File: src/rtl/mlp_sample_streamer.sv
// Sequential wrapper around a combinational two-input MLP classifier: buffers labelled
// samples, presents them to the MLP, captures the class after a settle time, and scores it.
module mlp_sample_streamer #(
  parameter int DATA_W        = 10,
  parameter int FIFO_DEPTH    = 4,
  parameter int SETTLE_CYCLES = 1,
  parameter int CNT_W         = 16
) (
  input  logic                     clk,
  input  logic                     rst,
  input  logic                     in_valid,
  output logic                     in_ready,
  input  logic signed [DATA_W-1:0] in_x1,
  input  logic signed [DATA_W-1:0] in_x2,
  input  logic                     in_label,
  output logic signed [DATA_W-1:0] mlp_x1,
  output logic signed [DATA_W-1:0] mlp_x2,
  input  logic                     mlp_y,
  output logic                     out_valid,
  input  logic                     out_ready,
  output logic                     out_y,
  output logic                     out_label,
  output logic                     out_match,
  input  logic                     clear_counts,
  output logic [CNT_W-1:0]         sample_count,
  output logic [CNT_W-1:0]         correct_count
);

  localparam int AW = $clog2(FIFO_DEPTH);
  localparam int SW = (SETTLE_CYCLES > 1) ? $clog2(SETTLE_CYCLES) : 1;
  localparam logic [SW-1:0] SETTLE_LAST = SW'(SETTLE_CYCLES - 1);

  typedef enum logic [1:0] {IDLE, SETTLE, OUT} state_t;

  function automatic logic [CNT_W-1:0] sat_inc(input logic [CNT_W-1:0] v);
    return (v == {CNT_W{1'b1}}) ? v : v + 1'b1;
  endfunction

  logic signed [DATA_W-1:0] fifo_x1 [FIFO_DEPTH];
  logic signed [DATA_W-1:0] fifo_x2 [FIFO_DEPTH];
  logic                     fifo_lbl [FIFO_DEPTH];
  logic [AW:0]              wr_ptr, rd_ptr;
  logic                     full, empty, push, pop, capture, hs;
  state_t                   state_q, state_d;
  logic [SW-1:0]            settle_cnt;

  // Extra pointer MSB distinguishes full from empty when the indices coincide.
  assign full     = (wr_ptr[AW] != rd_ptr[AW]) && (wr_ptr[AW-1:0] == rd_ptr[AW-1:0]);
  assign empty    = (wr_ptr == rd_ptr);
  assign in_ready = !full && !rst;
  assign push     = in_valid && in_ready;
  assign hs       = out_valid && out_ready;

  always_ff @(posedge clk) begin
    if (push) begin
      fifo_x1[wr_ptr[AW-1:0]]  <= in_x1;
      fifo_x2[wr_ptr[AW-1:0]]  <= in_x2;
      fifo_lbl[wr_ptr[AW-1:0]] <= in_label;
    end
  end

  always_ff @(posedge clk or posedge rst) begin
    if (rst) begin
      wr_ptr <= '0;
      rd_ptr <= '0;
    end else begin
      if (push) wr_ptr <= wr_ptr + 1'b1;
      if (pop)  rd_ptr <= rd_ptr + 1'b1;
    end
  end

  always_ff @(posedge clk or posedge rst) begin
    if (rst) state_q <= IDLE;
    else     state_q <= state_d;
  end

  always_comb begin
    state_d = state_q;
    pop     = 1'b0;
    capture = 1'b0;
    case (state_q)
      IDLE: begin
        if (!empty) begin
          pop     = 1'b1;
          state_d = SETTLE;
        end
      end
      SETTLE: begin
        if (settle_cnt == SETTLE_LAST) begin
          capture = 1'b1;
          state_d = OUT;
        end
      end
      OUT: begin
        // Popping on the handshake edge keeps the MLP busy back-to-back.
        if (out_ready) begin
          if (!empty) begin
            pop     = 1'b1;
            state_d = SETTLE;
          end else begin
            state_d = IDLE;
          end
        end
      end
      default: state_d = IDLE;
    endcase
  end

  always_ff @(posedge clk or posedge rst) begin
    if (rst) begin
      mlp_x1     <= '0;
      mlp_x2     <= '0;
      out_label  <= 1'b0;
      settle_cnt <= '0;
      out_y      <= 1'b0;
      out_match  <= 1'b0;
      out_valid  <= 1'b0;
    end else begin
      if (pop) begin
        mlp_x1     <= fifo_x1[rd_ptr[AW-1:0]];
        mlp_x2     <= fifo_x2[rd_ptr[AW-1:0]];
        out_label  <= fifo_lbl[rd_ptr[AW-1:0]];
        settle_cnt <= '0;
      end else if (state_q == SETTLE) begin
        settle_cnt <= settle_cnt + 1'b1;
      end
      if (capture) begin
        out_y     <= mlp_y;
        out_match <= (mlp_y == out_label);
        out_valid <= 1'b1;
      end else if (hs) begin
        out_valid <= 1'b0;
      end
    end
  end

  // Clear takes priority over a coincident handshake.
  always_ff @(posedge clk or posedge rst) begin
    if (rst) begin
      sample_count  <= '0;
      correct_count <= '0;
    end else if (clear_counts) begin
      sample_count  <= '0;
      correct_count <= '0;
    end else if (hs) begin
      sample_count <= sat_inc(sample_count);
      if (out_match) correct_count <= sat_inc(correct_count);
    end
  end

endmodule

File: config.mk
export PLATFORM = sky130hd
export DESIGN_NAME = mlp_sample_streamer
export DESIGN_NICKNAME = d
export VERILOG_FILES = /design/src/rtl/mlp_sample_streamer.sv
export SDC_FILE = /design/constraint.sdc
export NUM_CORES = 1
export LEC_CHECK = 0
export ABC_AREA = 0
export BUFFER_PORTS_ARGS = -buffer_cell sky130_fd_sc_hd__buf_4
export CAP_MARGIN = 20
export CELL_PAD_IN_SITES_DETAIL_PLACEMENT = 0
export CELL_PAD_IN_SITES_GLOBAL_PLACEMENT = 1
export CORE_UTILIZATION = 46
export CTS_CLUSTER_DIAMETER = 120
export CTS_CLUSTER_SIZE = 12
export DETAILED_ROUTE_END_ITERATION = 8
export GPL_TIMING_DRIVEN = 0
export PLACE_DENSITY_LB_ADDON = 0.08
export SYNTH_ARGS = -nofsm -noshare
export SYNTH_HDL_FRONTEND = slang
export SYNTH_SLANG_ARGS = --single-unit
export TNS_END_PERCENT = 50
File: constraint.sdc
create_clock -name clk -period 2.9 [get_ports clk]
set_input_delay 0.145 -clock clk [delete_from_list [all_inputs] [get_ports clk]]
set_output_delay 0.145 -clock clk [all_outputs]
set_load 0.1 [all_outputs]
==> flow_summary.ini <==
[status]
outcome = finished clean

[placement]
gp_congestion = 0.750
place_hpwl_um = 8320
preCtsSetupSlack_ns = 0.158
io_buffers = 82
post-place-cells = 673
placed_area_um2 = 7180

[global_route]
grt_usage = 0.201
grt_max_degree = 66
grt_pass1_wl_um = 21300
antenna_found_initial = 0
grt_remaining_overflow = 0
grt_pass1_vias = 4053

[synthesis]
syn_inst = 411
ys_warn_count = 0
syn_area_um2 = 6260
synth_nets = 445
synth_area_leaders = edfxtp_1 40%, dfrtp_1 26%, mux4_2 7.5%, mux2_2 5.4%, a21oi_1 1.8%
synth_cell_type_count = 46
synth_top_area_frac = 0.403
syn_area_per_cell_um2 = 15.2
ys_ff_latch = 149
yosys.area.top_type = edfxtp_1
synth_edf_count = 84
synth_top_flop_cell = edfxtp_1
ys_seq_area_frac = 0.662
async_flop_share = 0.436

[timing]
setup_viol = 0
hold_violations = 0
finalCriticalPeriod_ns = 2.45
period_share = 0.844
layout_setup_ws_ns = 0.452
rsz0062_at_grt = no
finalMaxSlewViolations = 0
relSlewSlack = 0.416
worstMarginPinSlew_ns = 0.875
clock_skew_ns = 0.0157
clock.fmax_mhz = 408

[clocking]
cts-buffers-inserted = 17
cts_sinks = 149
clk_latency_ns = 0.43
cts_max_path_buffers = 2
cts_tree = built
htree_levels = 4
cts.clk_slew.worst_paths_ns = 0.06
cts-root-buf = clkbuf_16
post-cts-setup-buffer-count = 0

[min_path]
worst_hold_path_type = input pin to flop

[power_and_ir_drop]
p_int_mw = 5.02
swShare = 0.407
p_seq_frac = 0.342
comb_power_share = 0.402
ir_drop_mv = 0.699
power_switching_mw = 3.44
leakage_nw = 3.06
powerDensity_nw_per_um2 = 1060
clkPwrFrac = 0.256
power_mw = 8.46

[setup_path]
critPathKind = flop to flop
critPathRequiredTime_ns = 3.02
reg2reg_from = rd_ptr[1]$_DFFE_PP0P_
critPathCaptureType = flop
startpoint_type = flop
endpoint = fifo_x2[3][3]$_DFFE_PP_
reg2reg_slack_ns = 0.45
critPathMaxFanout = 14
cp.arrival_ns = 2.57
r2r_cells = 5
r2r-end = fifo_x2[3][3]$_DFFE_PP_
crit_start = rd_ptr[1]$_DFFE_PP0P_

[final_layout]
fin_nets = 573
antennaDiodeCount = 0
drive_gt1_frac = 0.335
fin_area_um2 = 8010
multiInputGateArea_um2 = 2010
layout.cells.non_filler = 728
area.growth.synth_to_final_pct = 27.8
nFillCells = 1072
regArea_um2 = 4150

[routing]
wirelength_um = 12800
drtPass1Iterations = 5
drt_iter0_drc = 233
num_vias = 3966
wire_per_inst_um = 17.5
drc = 0
viasPerCell = 5.45
antenna_left = 0

[die]
rows = 42
start_util = 0.473
die_w_um = 119
core_area_um2 = 13200
io_pins = 84
die_h_um = 119
die-area_um2 = 14100

[job]
maxCapViolCount = 0
==> kinds of logic after synthesis <==
kind of cell / count (synthesis) / share of synthesized area
compound gates: 59 / 0.0615
xor+xnor: 9 / 0.0126
fa+ha+maj: 7 / 0.0140
buf+inv: 27 / 0.0176
flops: 149 / 0.662
mux: 52 / 0.131
simple gates: 108 / 0.101
==> power groups by stage <==
stage	Combinational [mW]	Sequential (mW)	Clock (mW)
finish	3.40	2.89	2.17
global route	3.61	2.94	2.30
CTS	3.44	2.90	2.22
detailed placement	3.41	2.94	0
global placement	3.32	2.92	0
floorplan	1.31	4.24	0
==> synth_stat cells, types with 6 or more instances <==
cell and instances:
edfxtp_1 84, inv_1 11, nand2_1 17, nand3_1 17, ha_1 7, clkbuf_1 8, mux2_2 30, o21ai_0 11
or4_1 13, mux4_2 21, nor4_1 7, buf_2 7, or3_1 7, o31ai_1 11, nor2b_1 7, a21oi_1 23
nor2_1 9, dfrtp_1 65, nand4_1 6
==> layer usage <==
layer	up-vias	global-route usage	part of all wire
li1	1886	-	-
met1	1984	0.257	0.45
met2	80	0.331	0.50
met3	16	0.0434	0.033
met4	0	0.0854	0.016
met5	-	0	0
==> how the worst min path moves through the flow <==
| stage | to | cells past startpoint | slack, ns | from |
|---|---|---|---|---|
| 2_1_floorplan | fifo_lbl[0]$_DFFE_PP_ | 0 | 0.24 | in_label |
| 3_3_place_gp | fifo_x1[1][2]$_DFFE_PP_ | 1 | 0.34 | in_x1[2] |
| 3_5_place_dp | fifo_x1[2][6]$_DFFE_PP_ | 1 | 0.35 | in_x1[6] |
| 4_1_cts | state_q[1]$_DFFE_PP0P_ | 2 | 0.05 | out_ready |
| 5_1_grt | state_q[1]$_DFFE_PP0P_ | 2 | 0.07 | out_ready |
| 6_report | out_valid$_DFFE_PP0P_ | 2 | 0.07 | out_ready |
==> cell usage in the layout, fill, tap and decap left out, types with 8 or more instances in the layout <==
master         netlist  final
dlygate4sd3_1        0     23
nor2_1               9      9
a21oi_1             23     23
clkbuf_16            0     17
nand3_1             17     17
dfrtp_1             65     65
clkbuf_1             8      8
o31ai_1             11     11
or4_1               13     13
buf_4                0     82
edfxtp_1            84     84
o21ai_0             11     11
mux4_2              21     21
mux2_2              30     30
inv_1               11     10
nand2_1             17     17
==> through the flow <==
step | hold WS [ns] | util | TNS [ns]
final | 0.0651 | 0.605 | 0
after global routing | 0.0678 | 0.605 | 0
after CTS | 0.0490 | 0.604 | 0
after detailed placement | 0.348 | 0.542 | 0
after global placement | 0.344 | 0.536 | -1.23
after floorplan | 0.244 | - | 0
==> worst max-delay path: stages (launching register included) <==
cell      delay, ns
dfrtp_1        0.34
clkbuf_1       0.26
xnor2_1        0.22
a311oi_2       0.48
and2_1         0.61
buf_16         0.23
==> layout make-up <==
| cell class | instances | share of cell area |
|---|---|---|
| buffer | 16 | 0.00859 |
| clock buffer | 19 | 0.0566 |
| clock inverter | 13 | 0.0178 |
| inverter | 11 | 0.00547 |
| multi-input combinational | 235 | 0.251 |
| sequential | 149 | 0.518 |
| tap | 176 | 0.0275 |
| timing repair buffer | 109 | 0.115 |
==> flip-flops by register name, indices dropped and copies added (netlist names) <==
signal	cells
correct_count	16
rd_ptr	3
state_q	2
fifo_lbl	4
out_label	1
sample_count	16
fifo_x2	40
out_match	1
settle_cnt	1
fifo_x1	40
out_y	1
wr_ptr	3
out_valid	1
mlp_x2	10
mlp_x1	10
==> repair_timing <==
action | in CTS | in global routing
gates resized for setup | 0 | 1
hold buffers | 23 | 0
setup endpoints to repair | 0 | 50
endpoints found under the hold margin | 150 | 0
No activity file was read; power rests on OpenSTA's default activity.
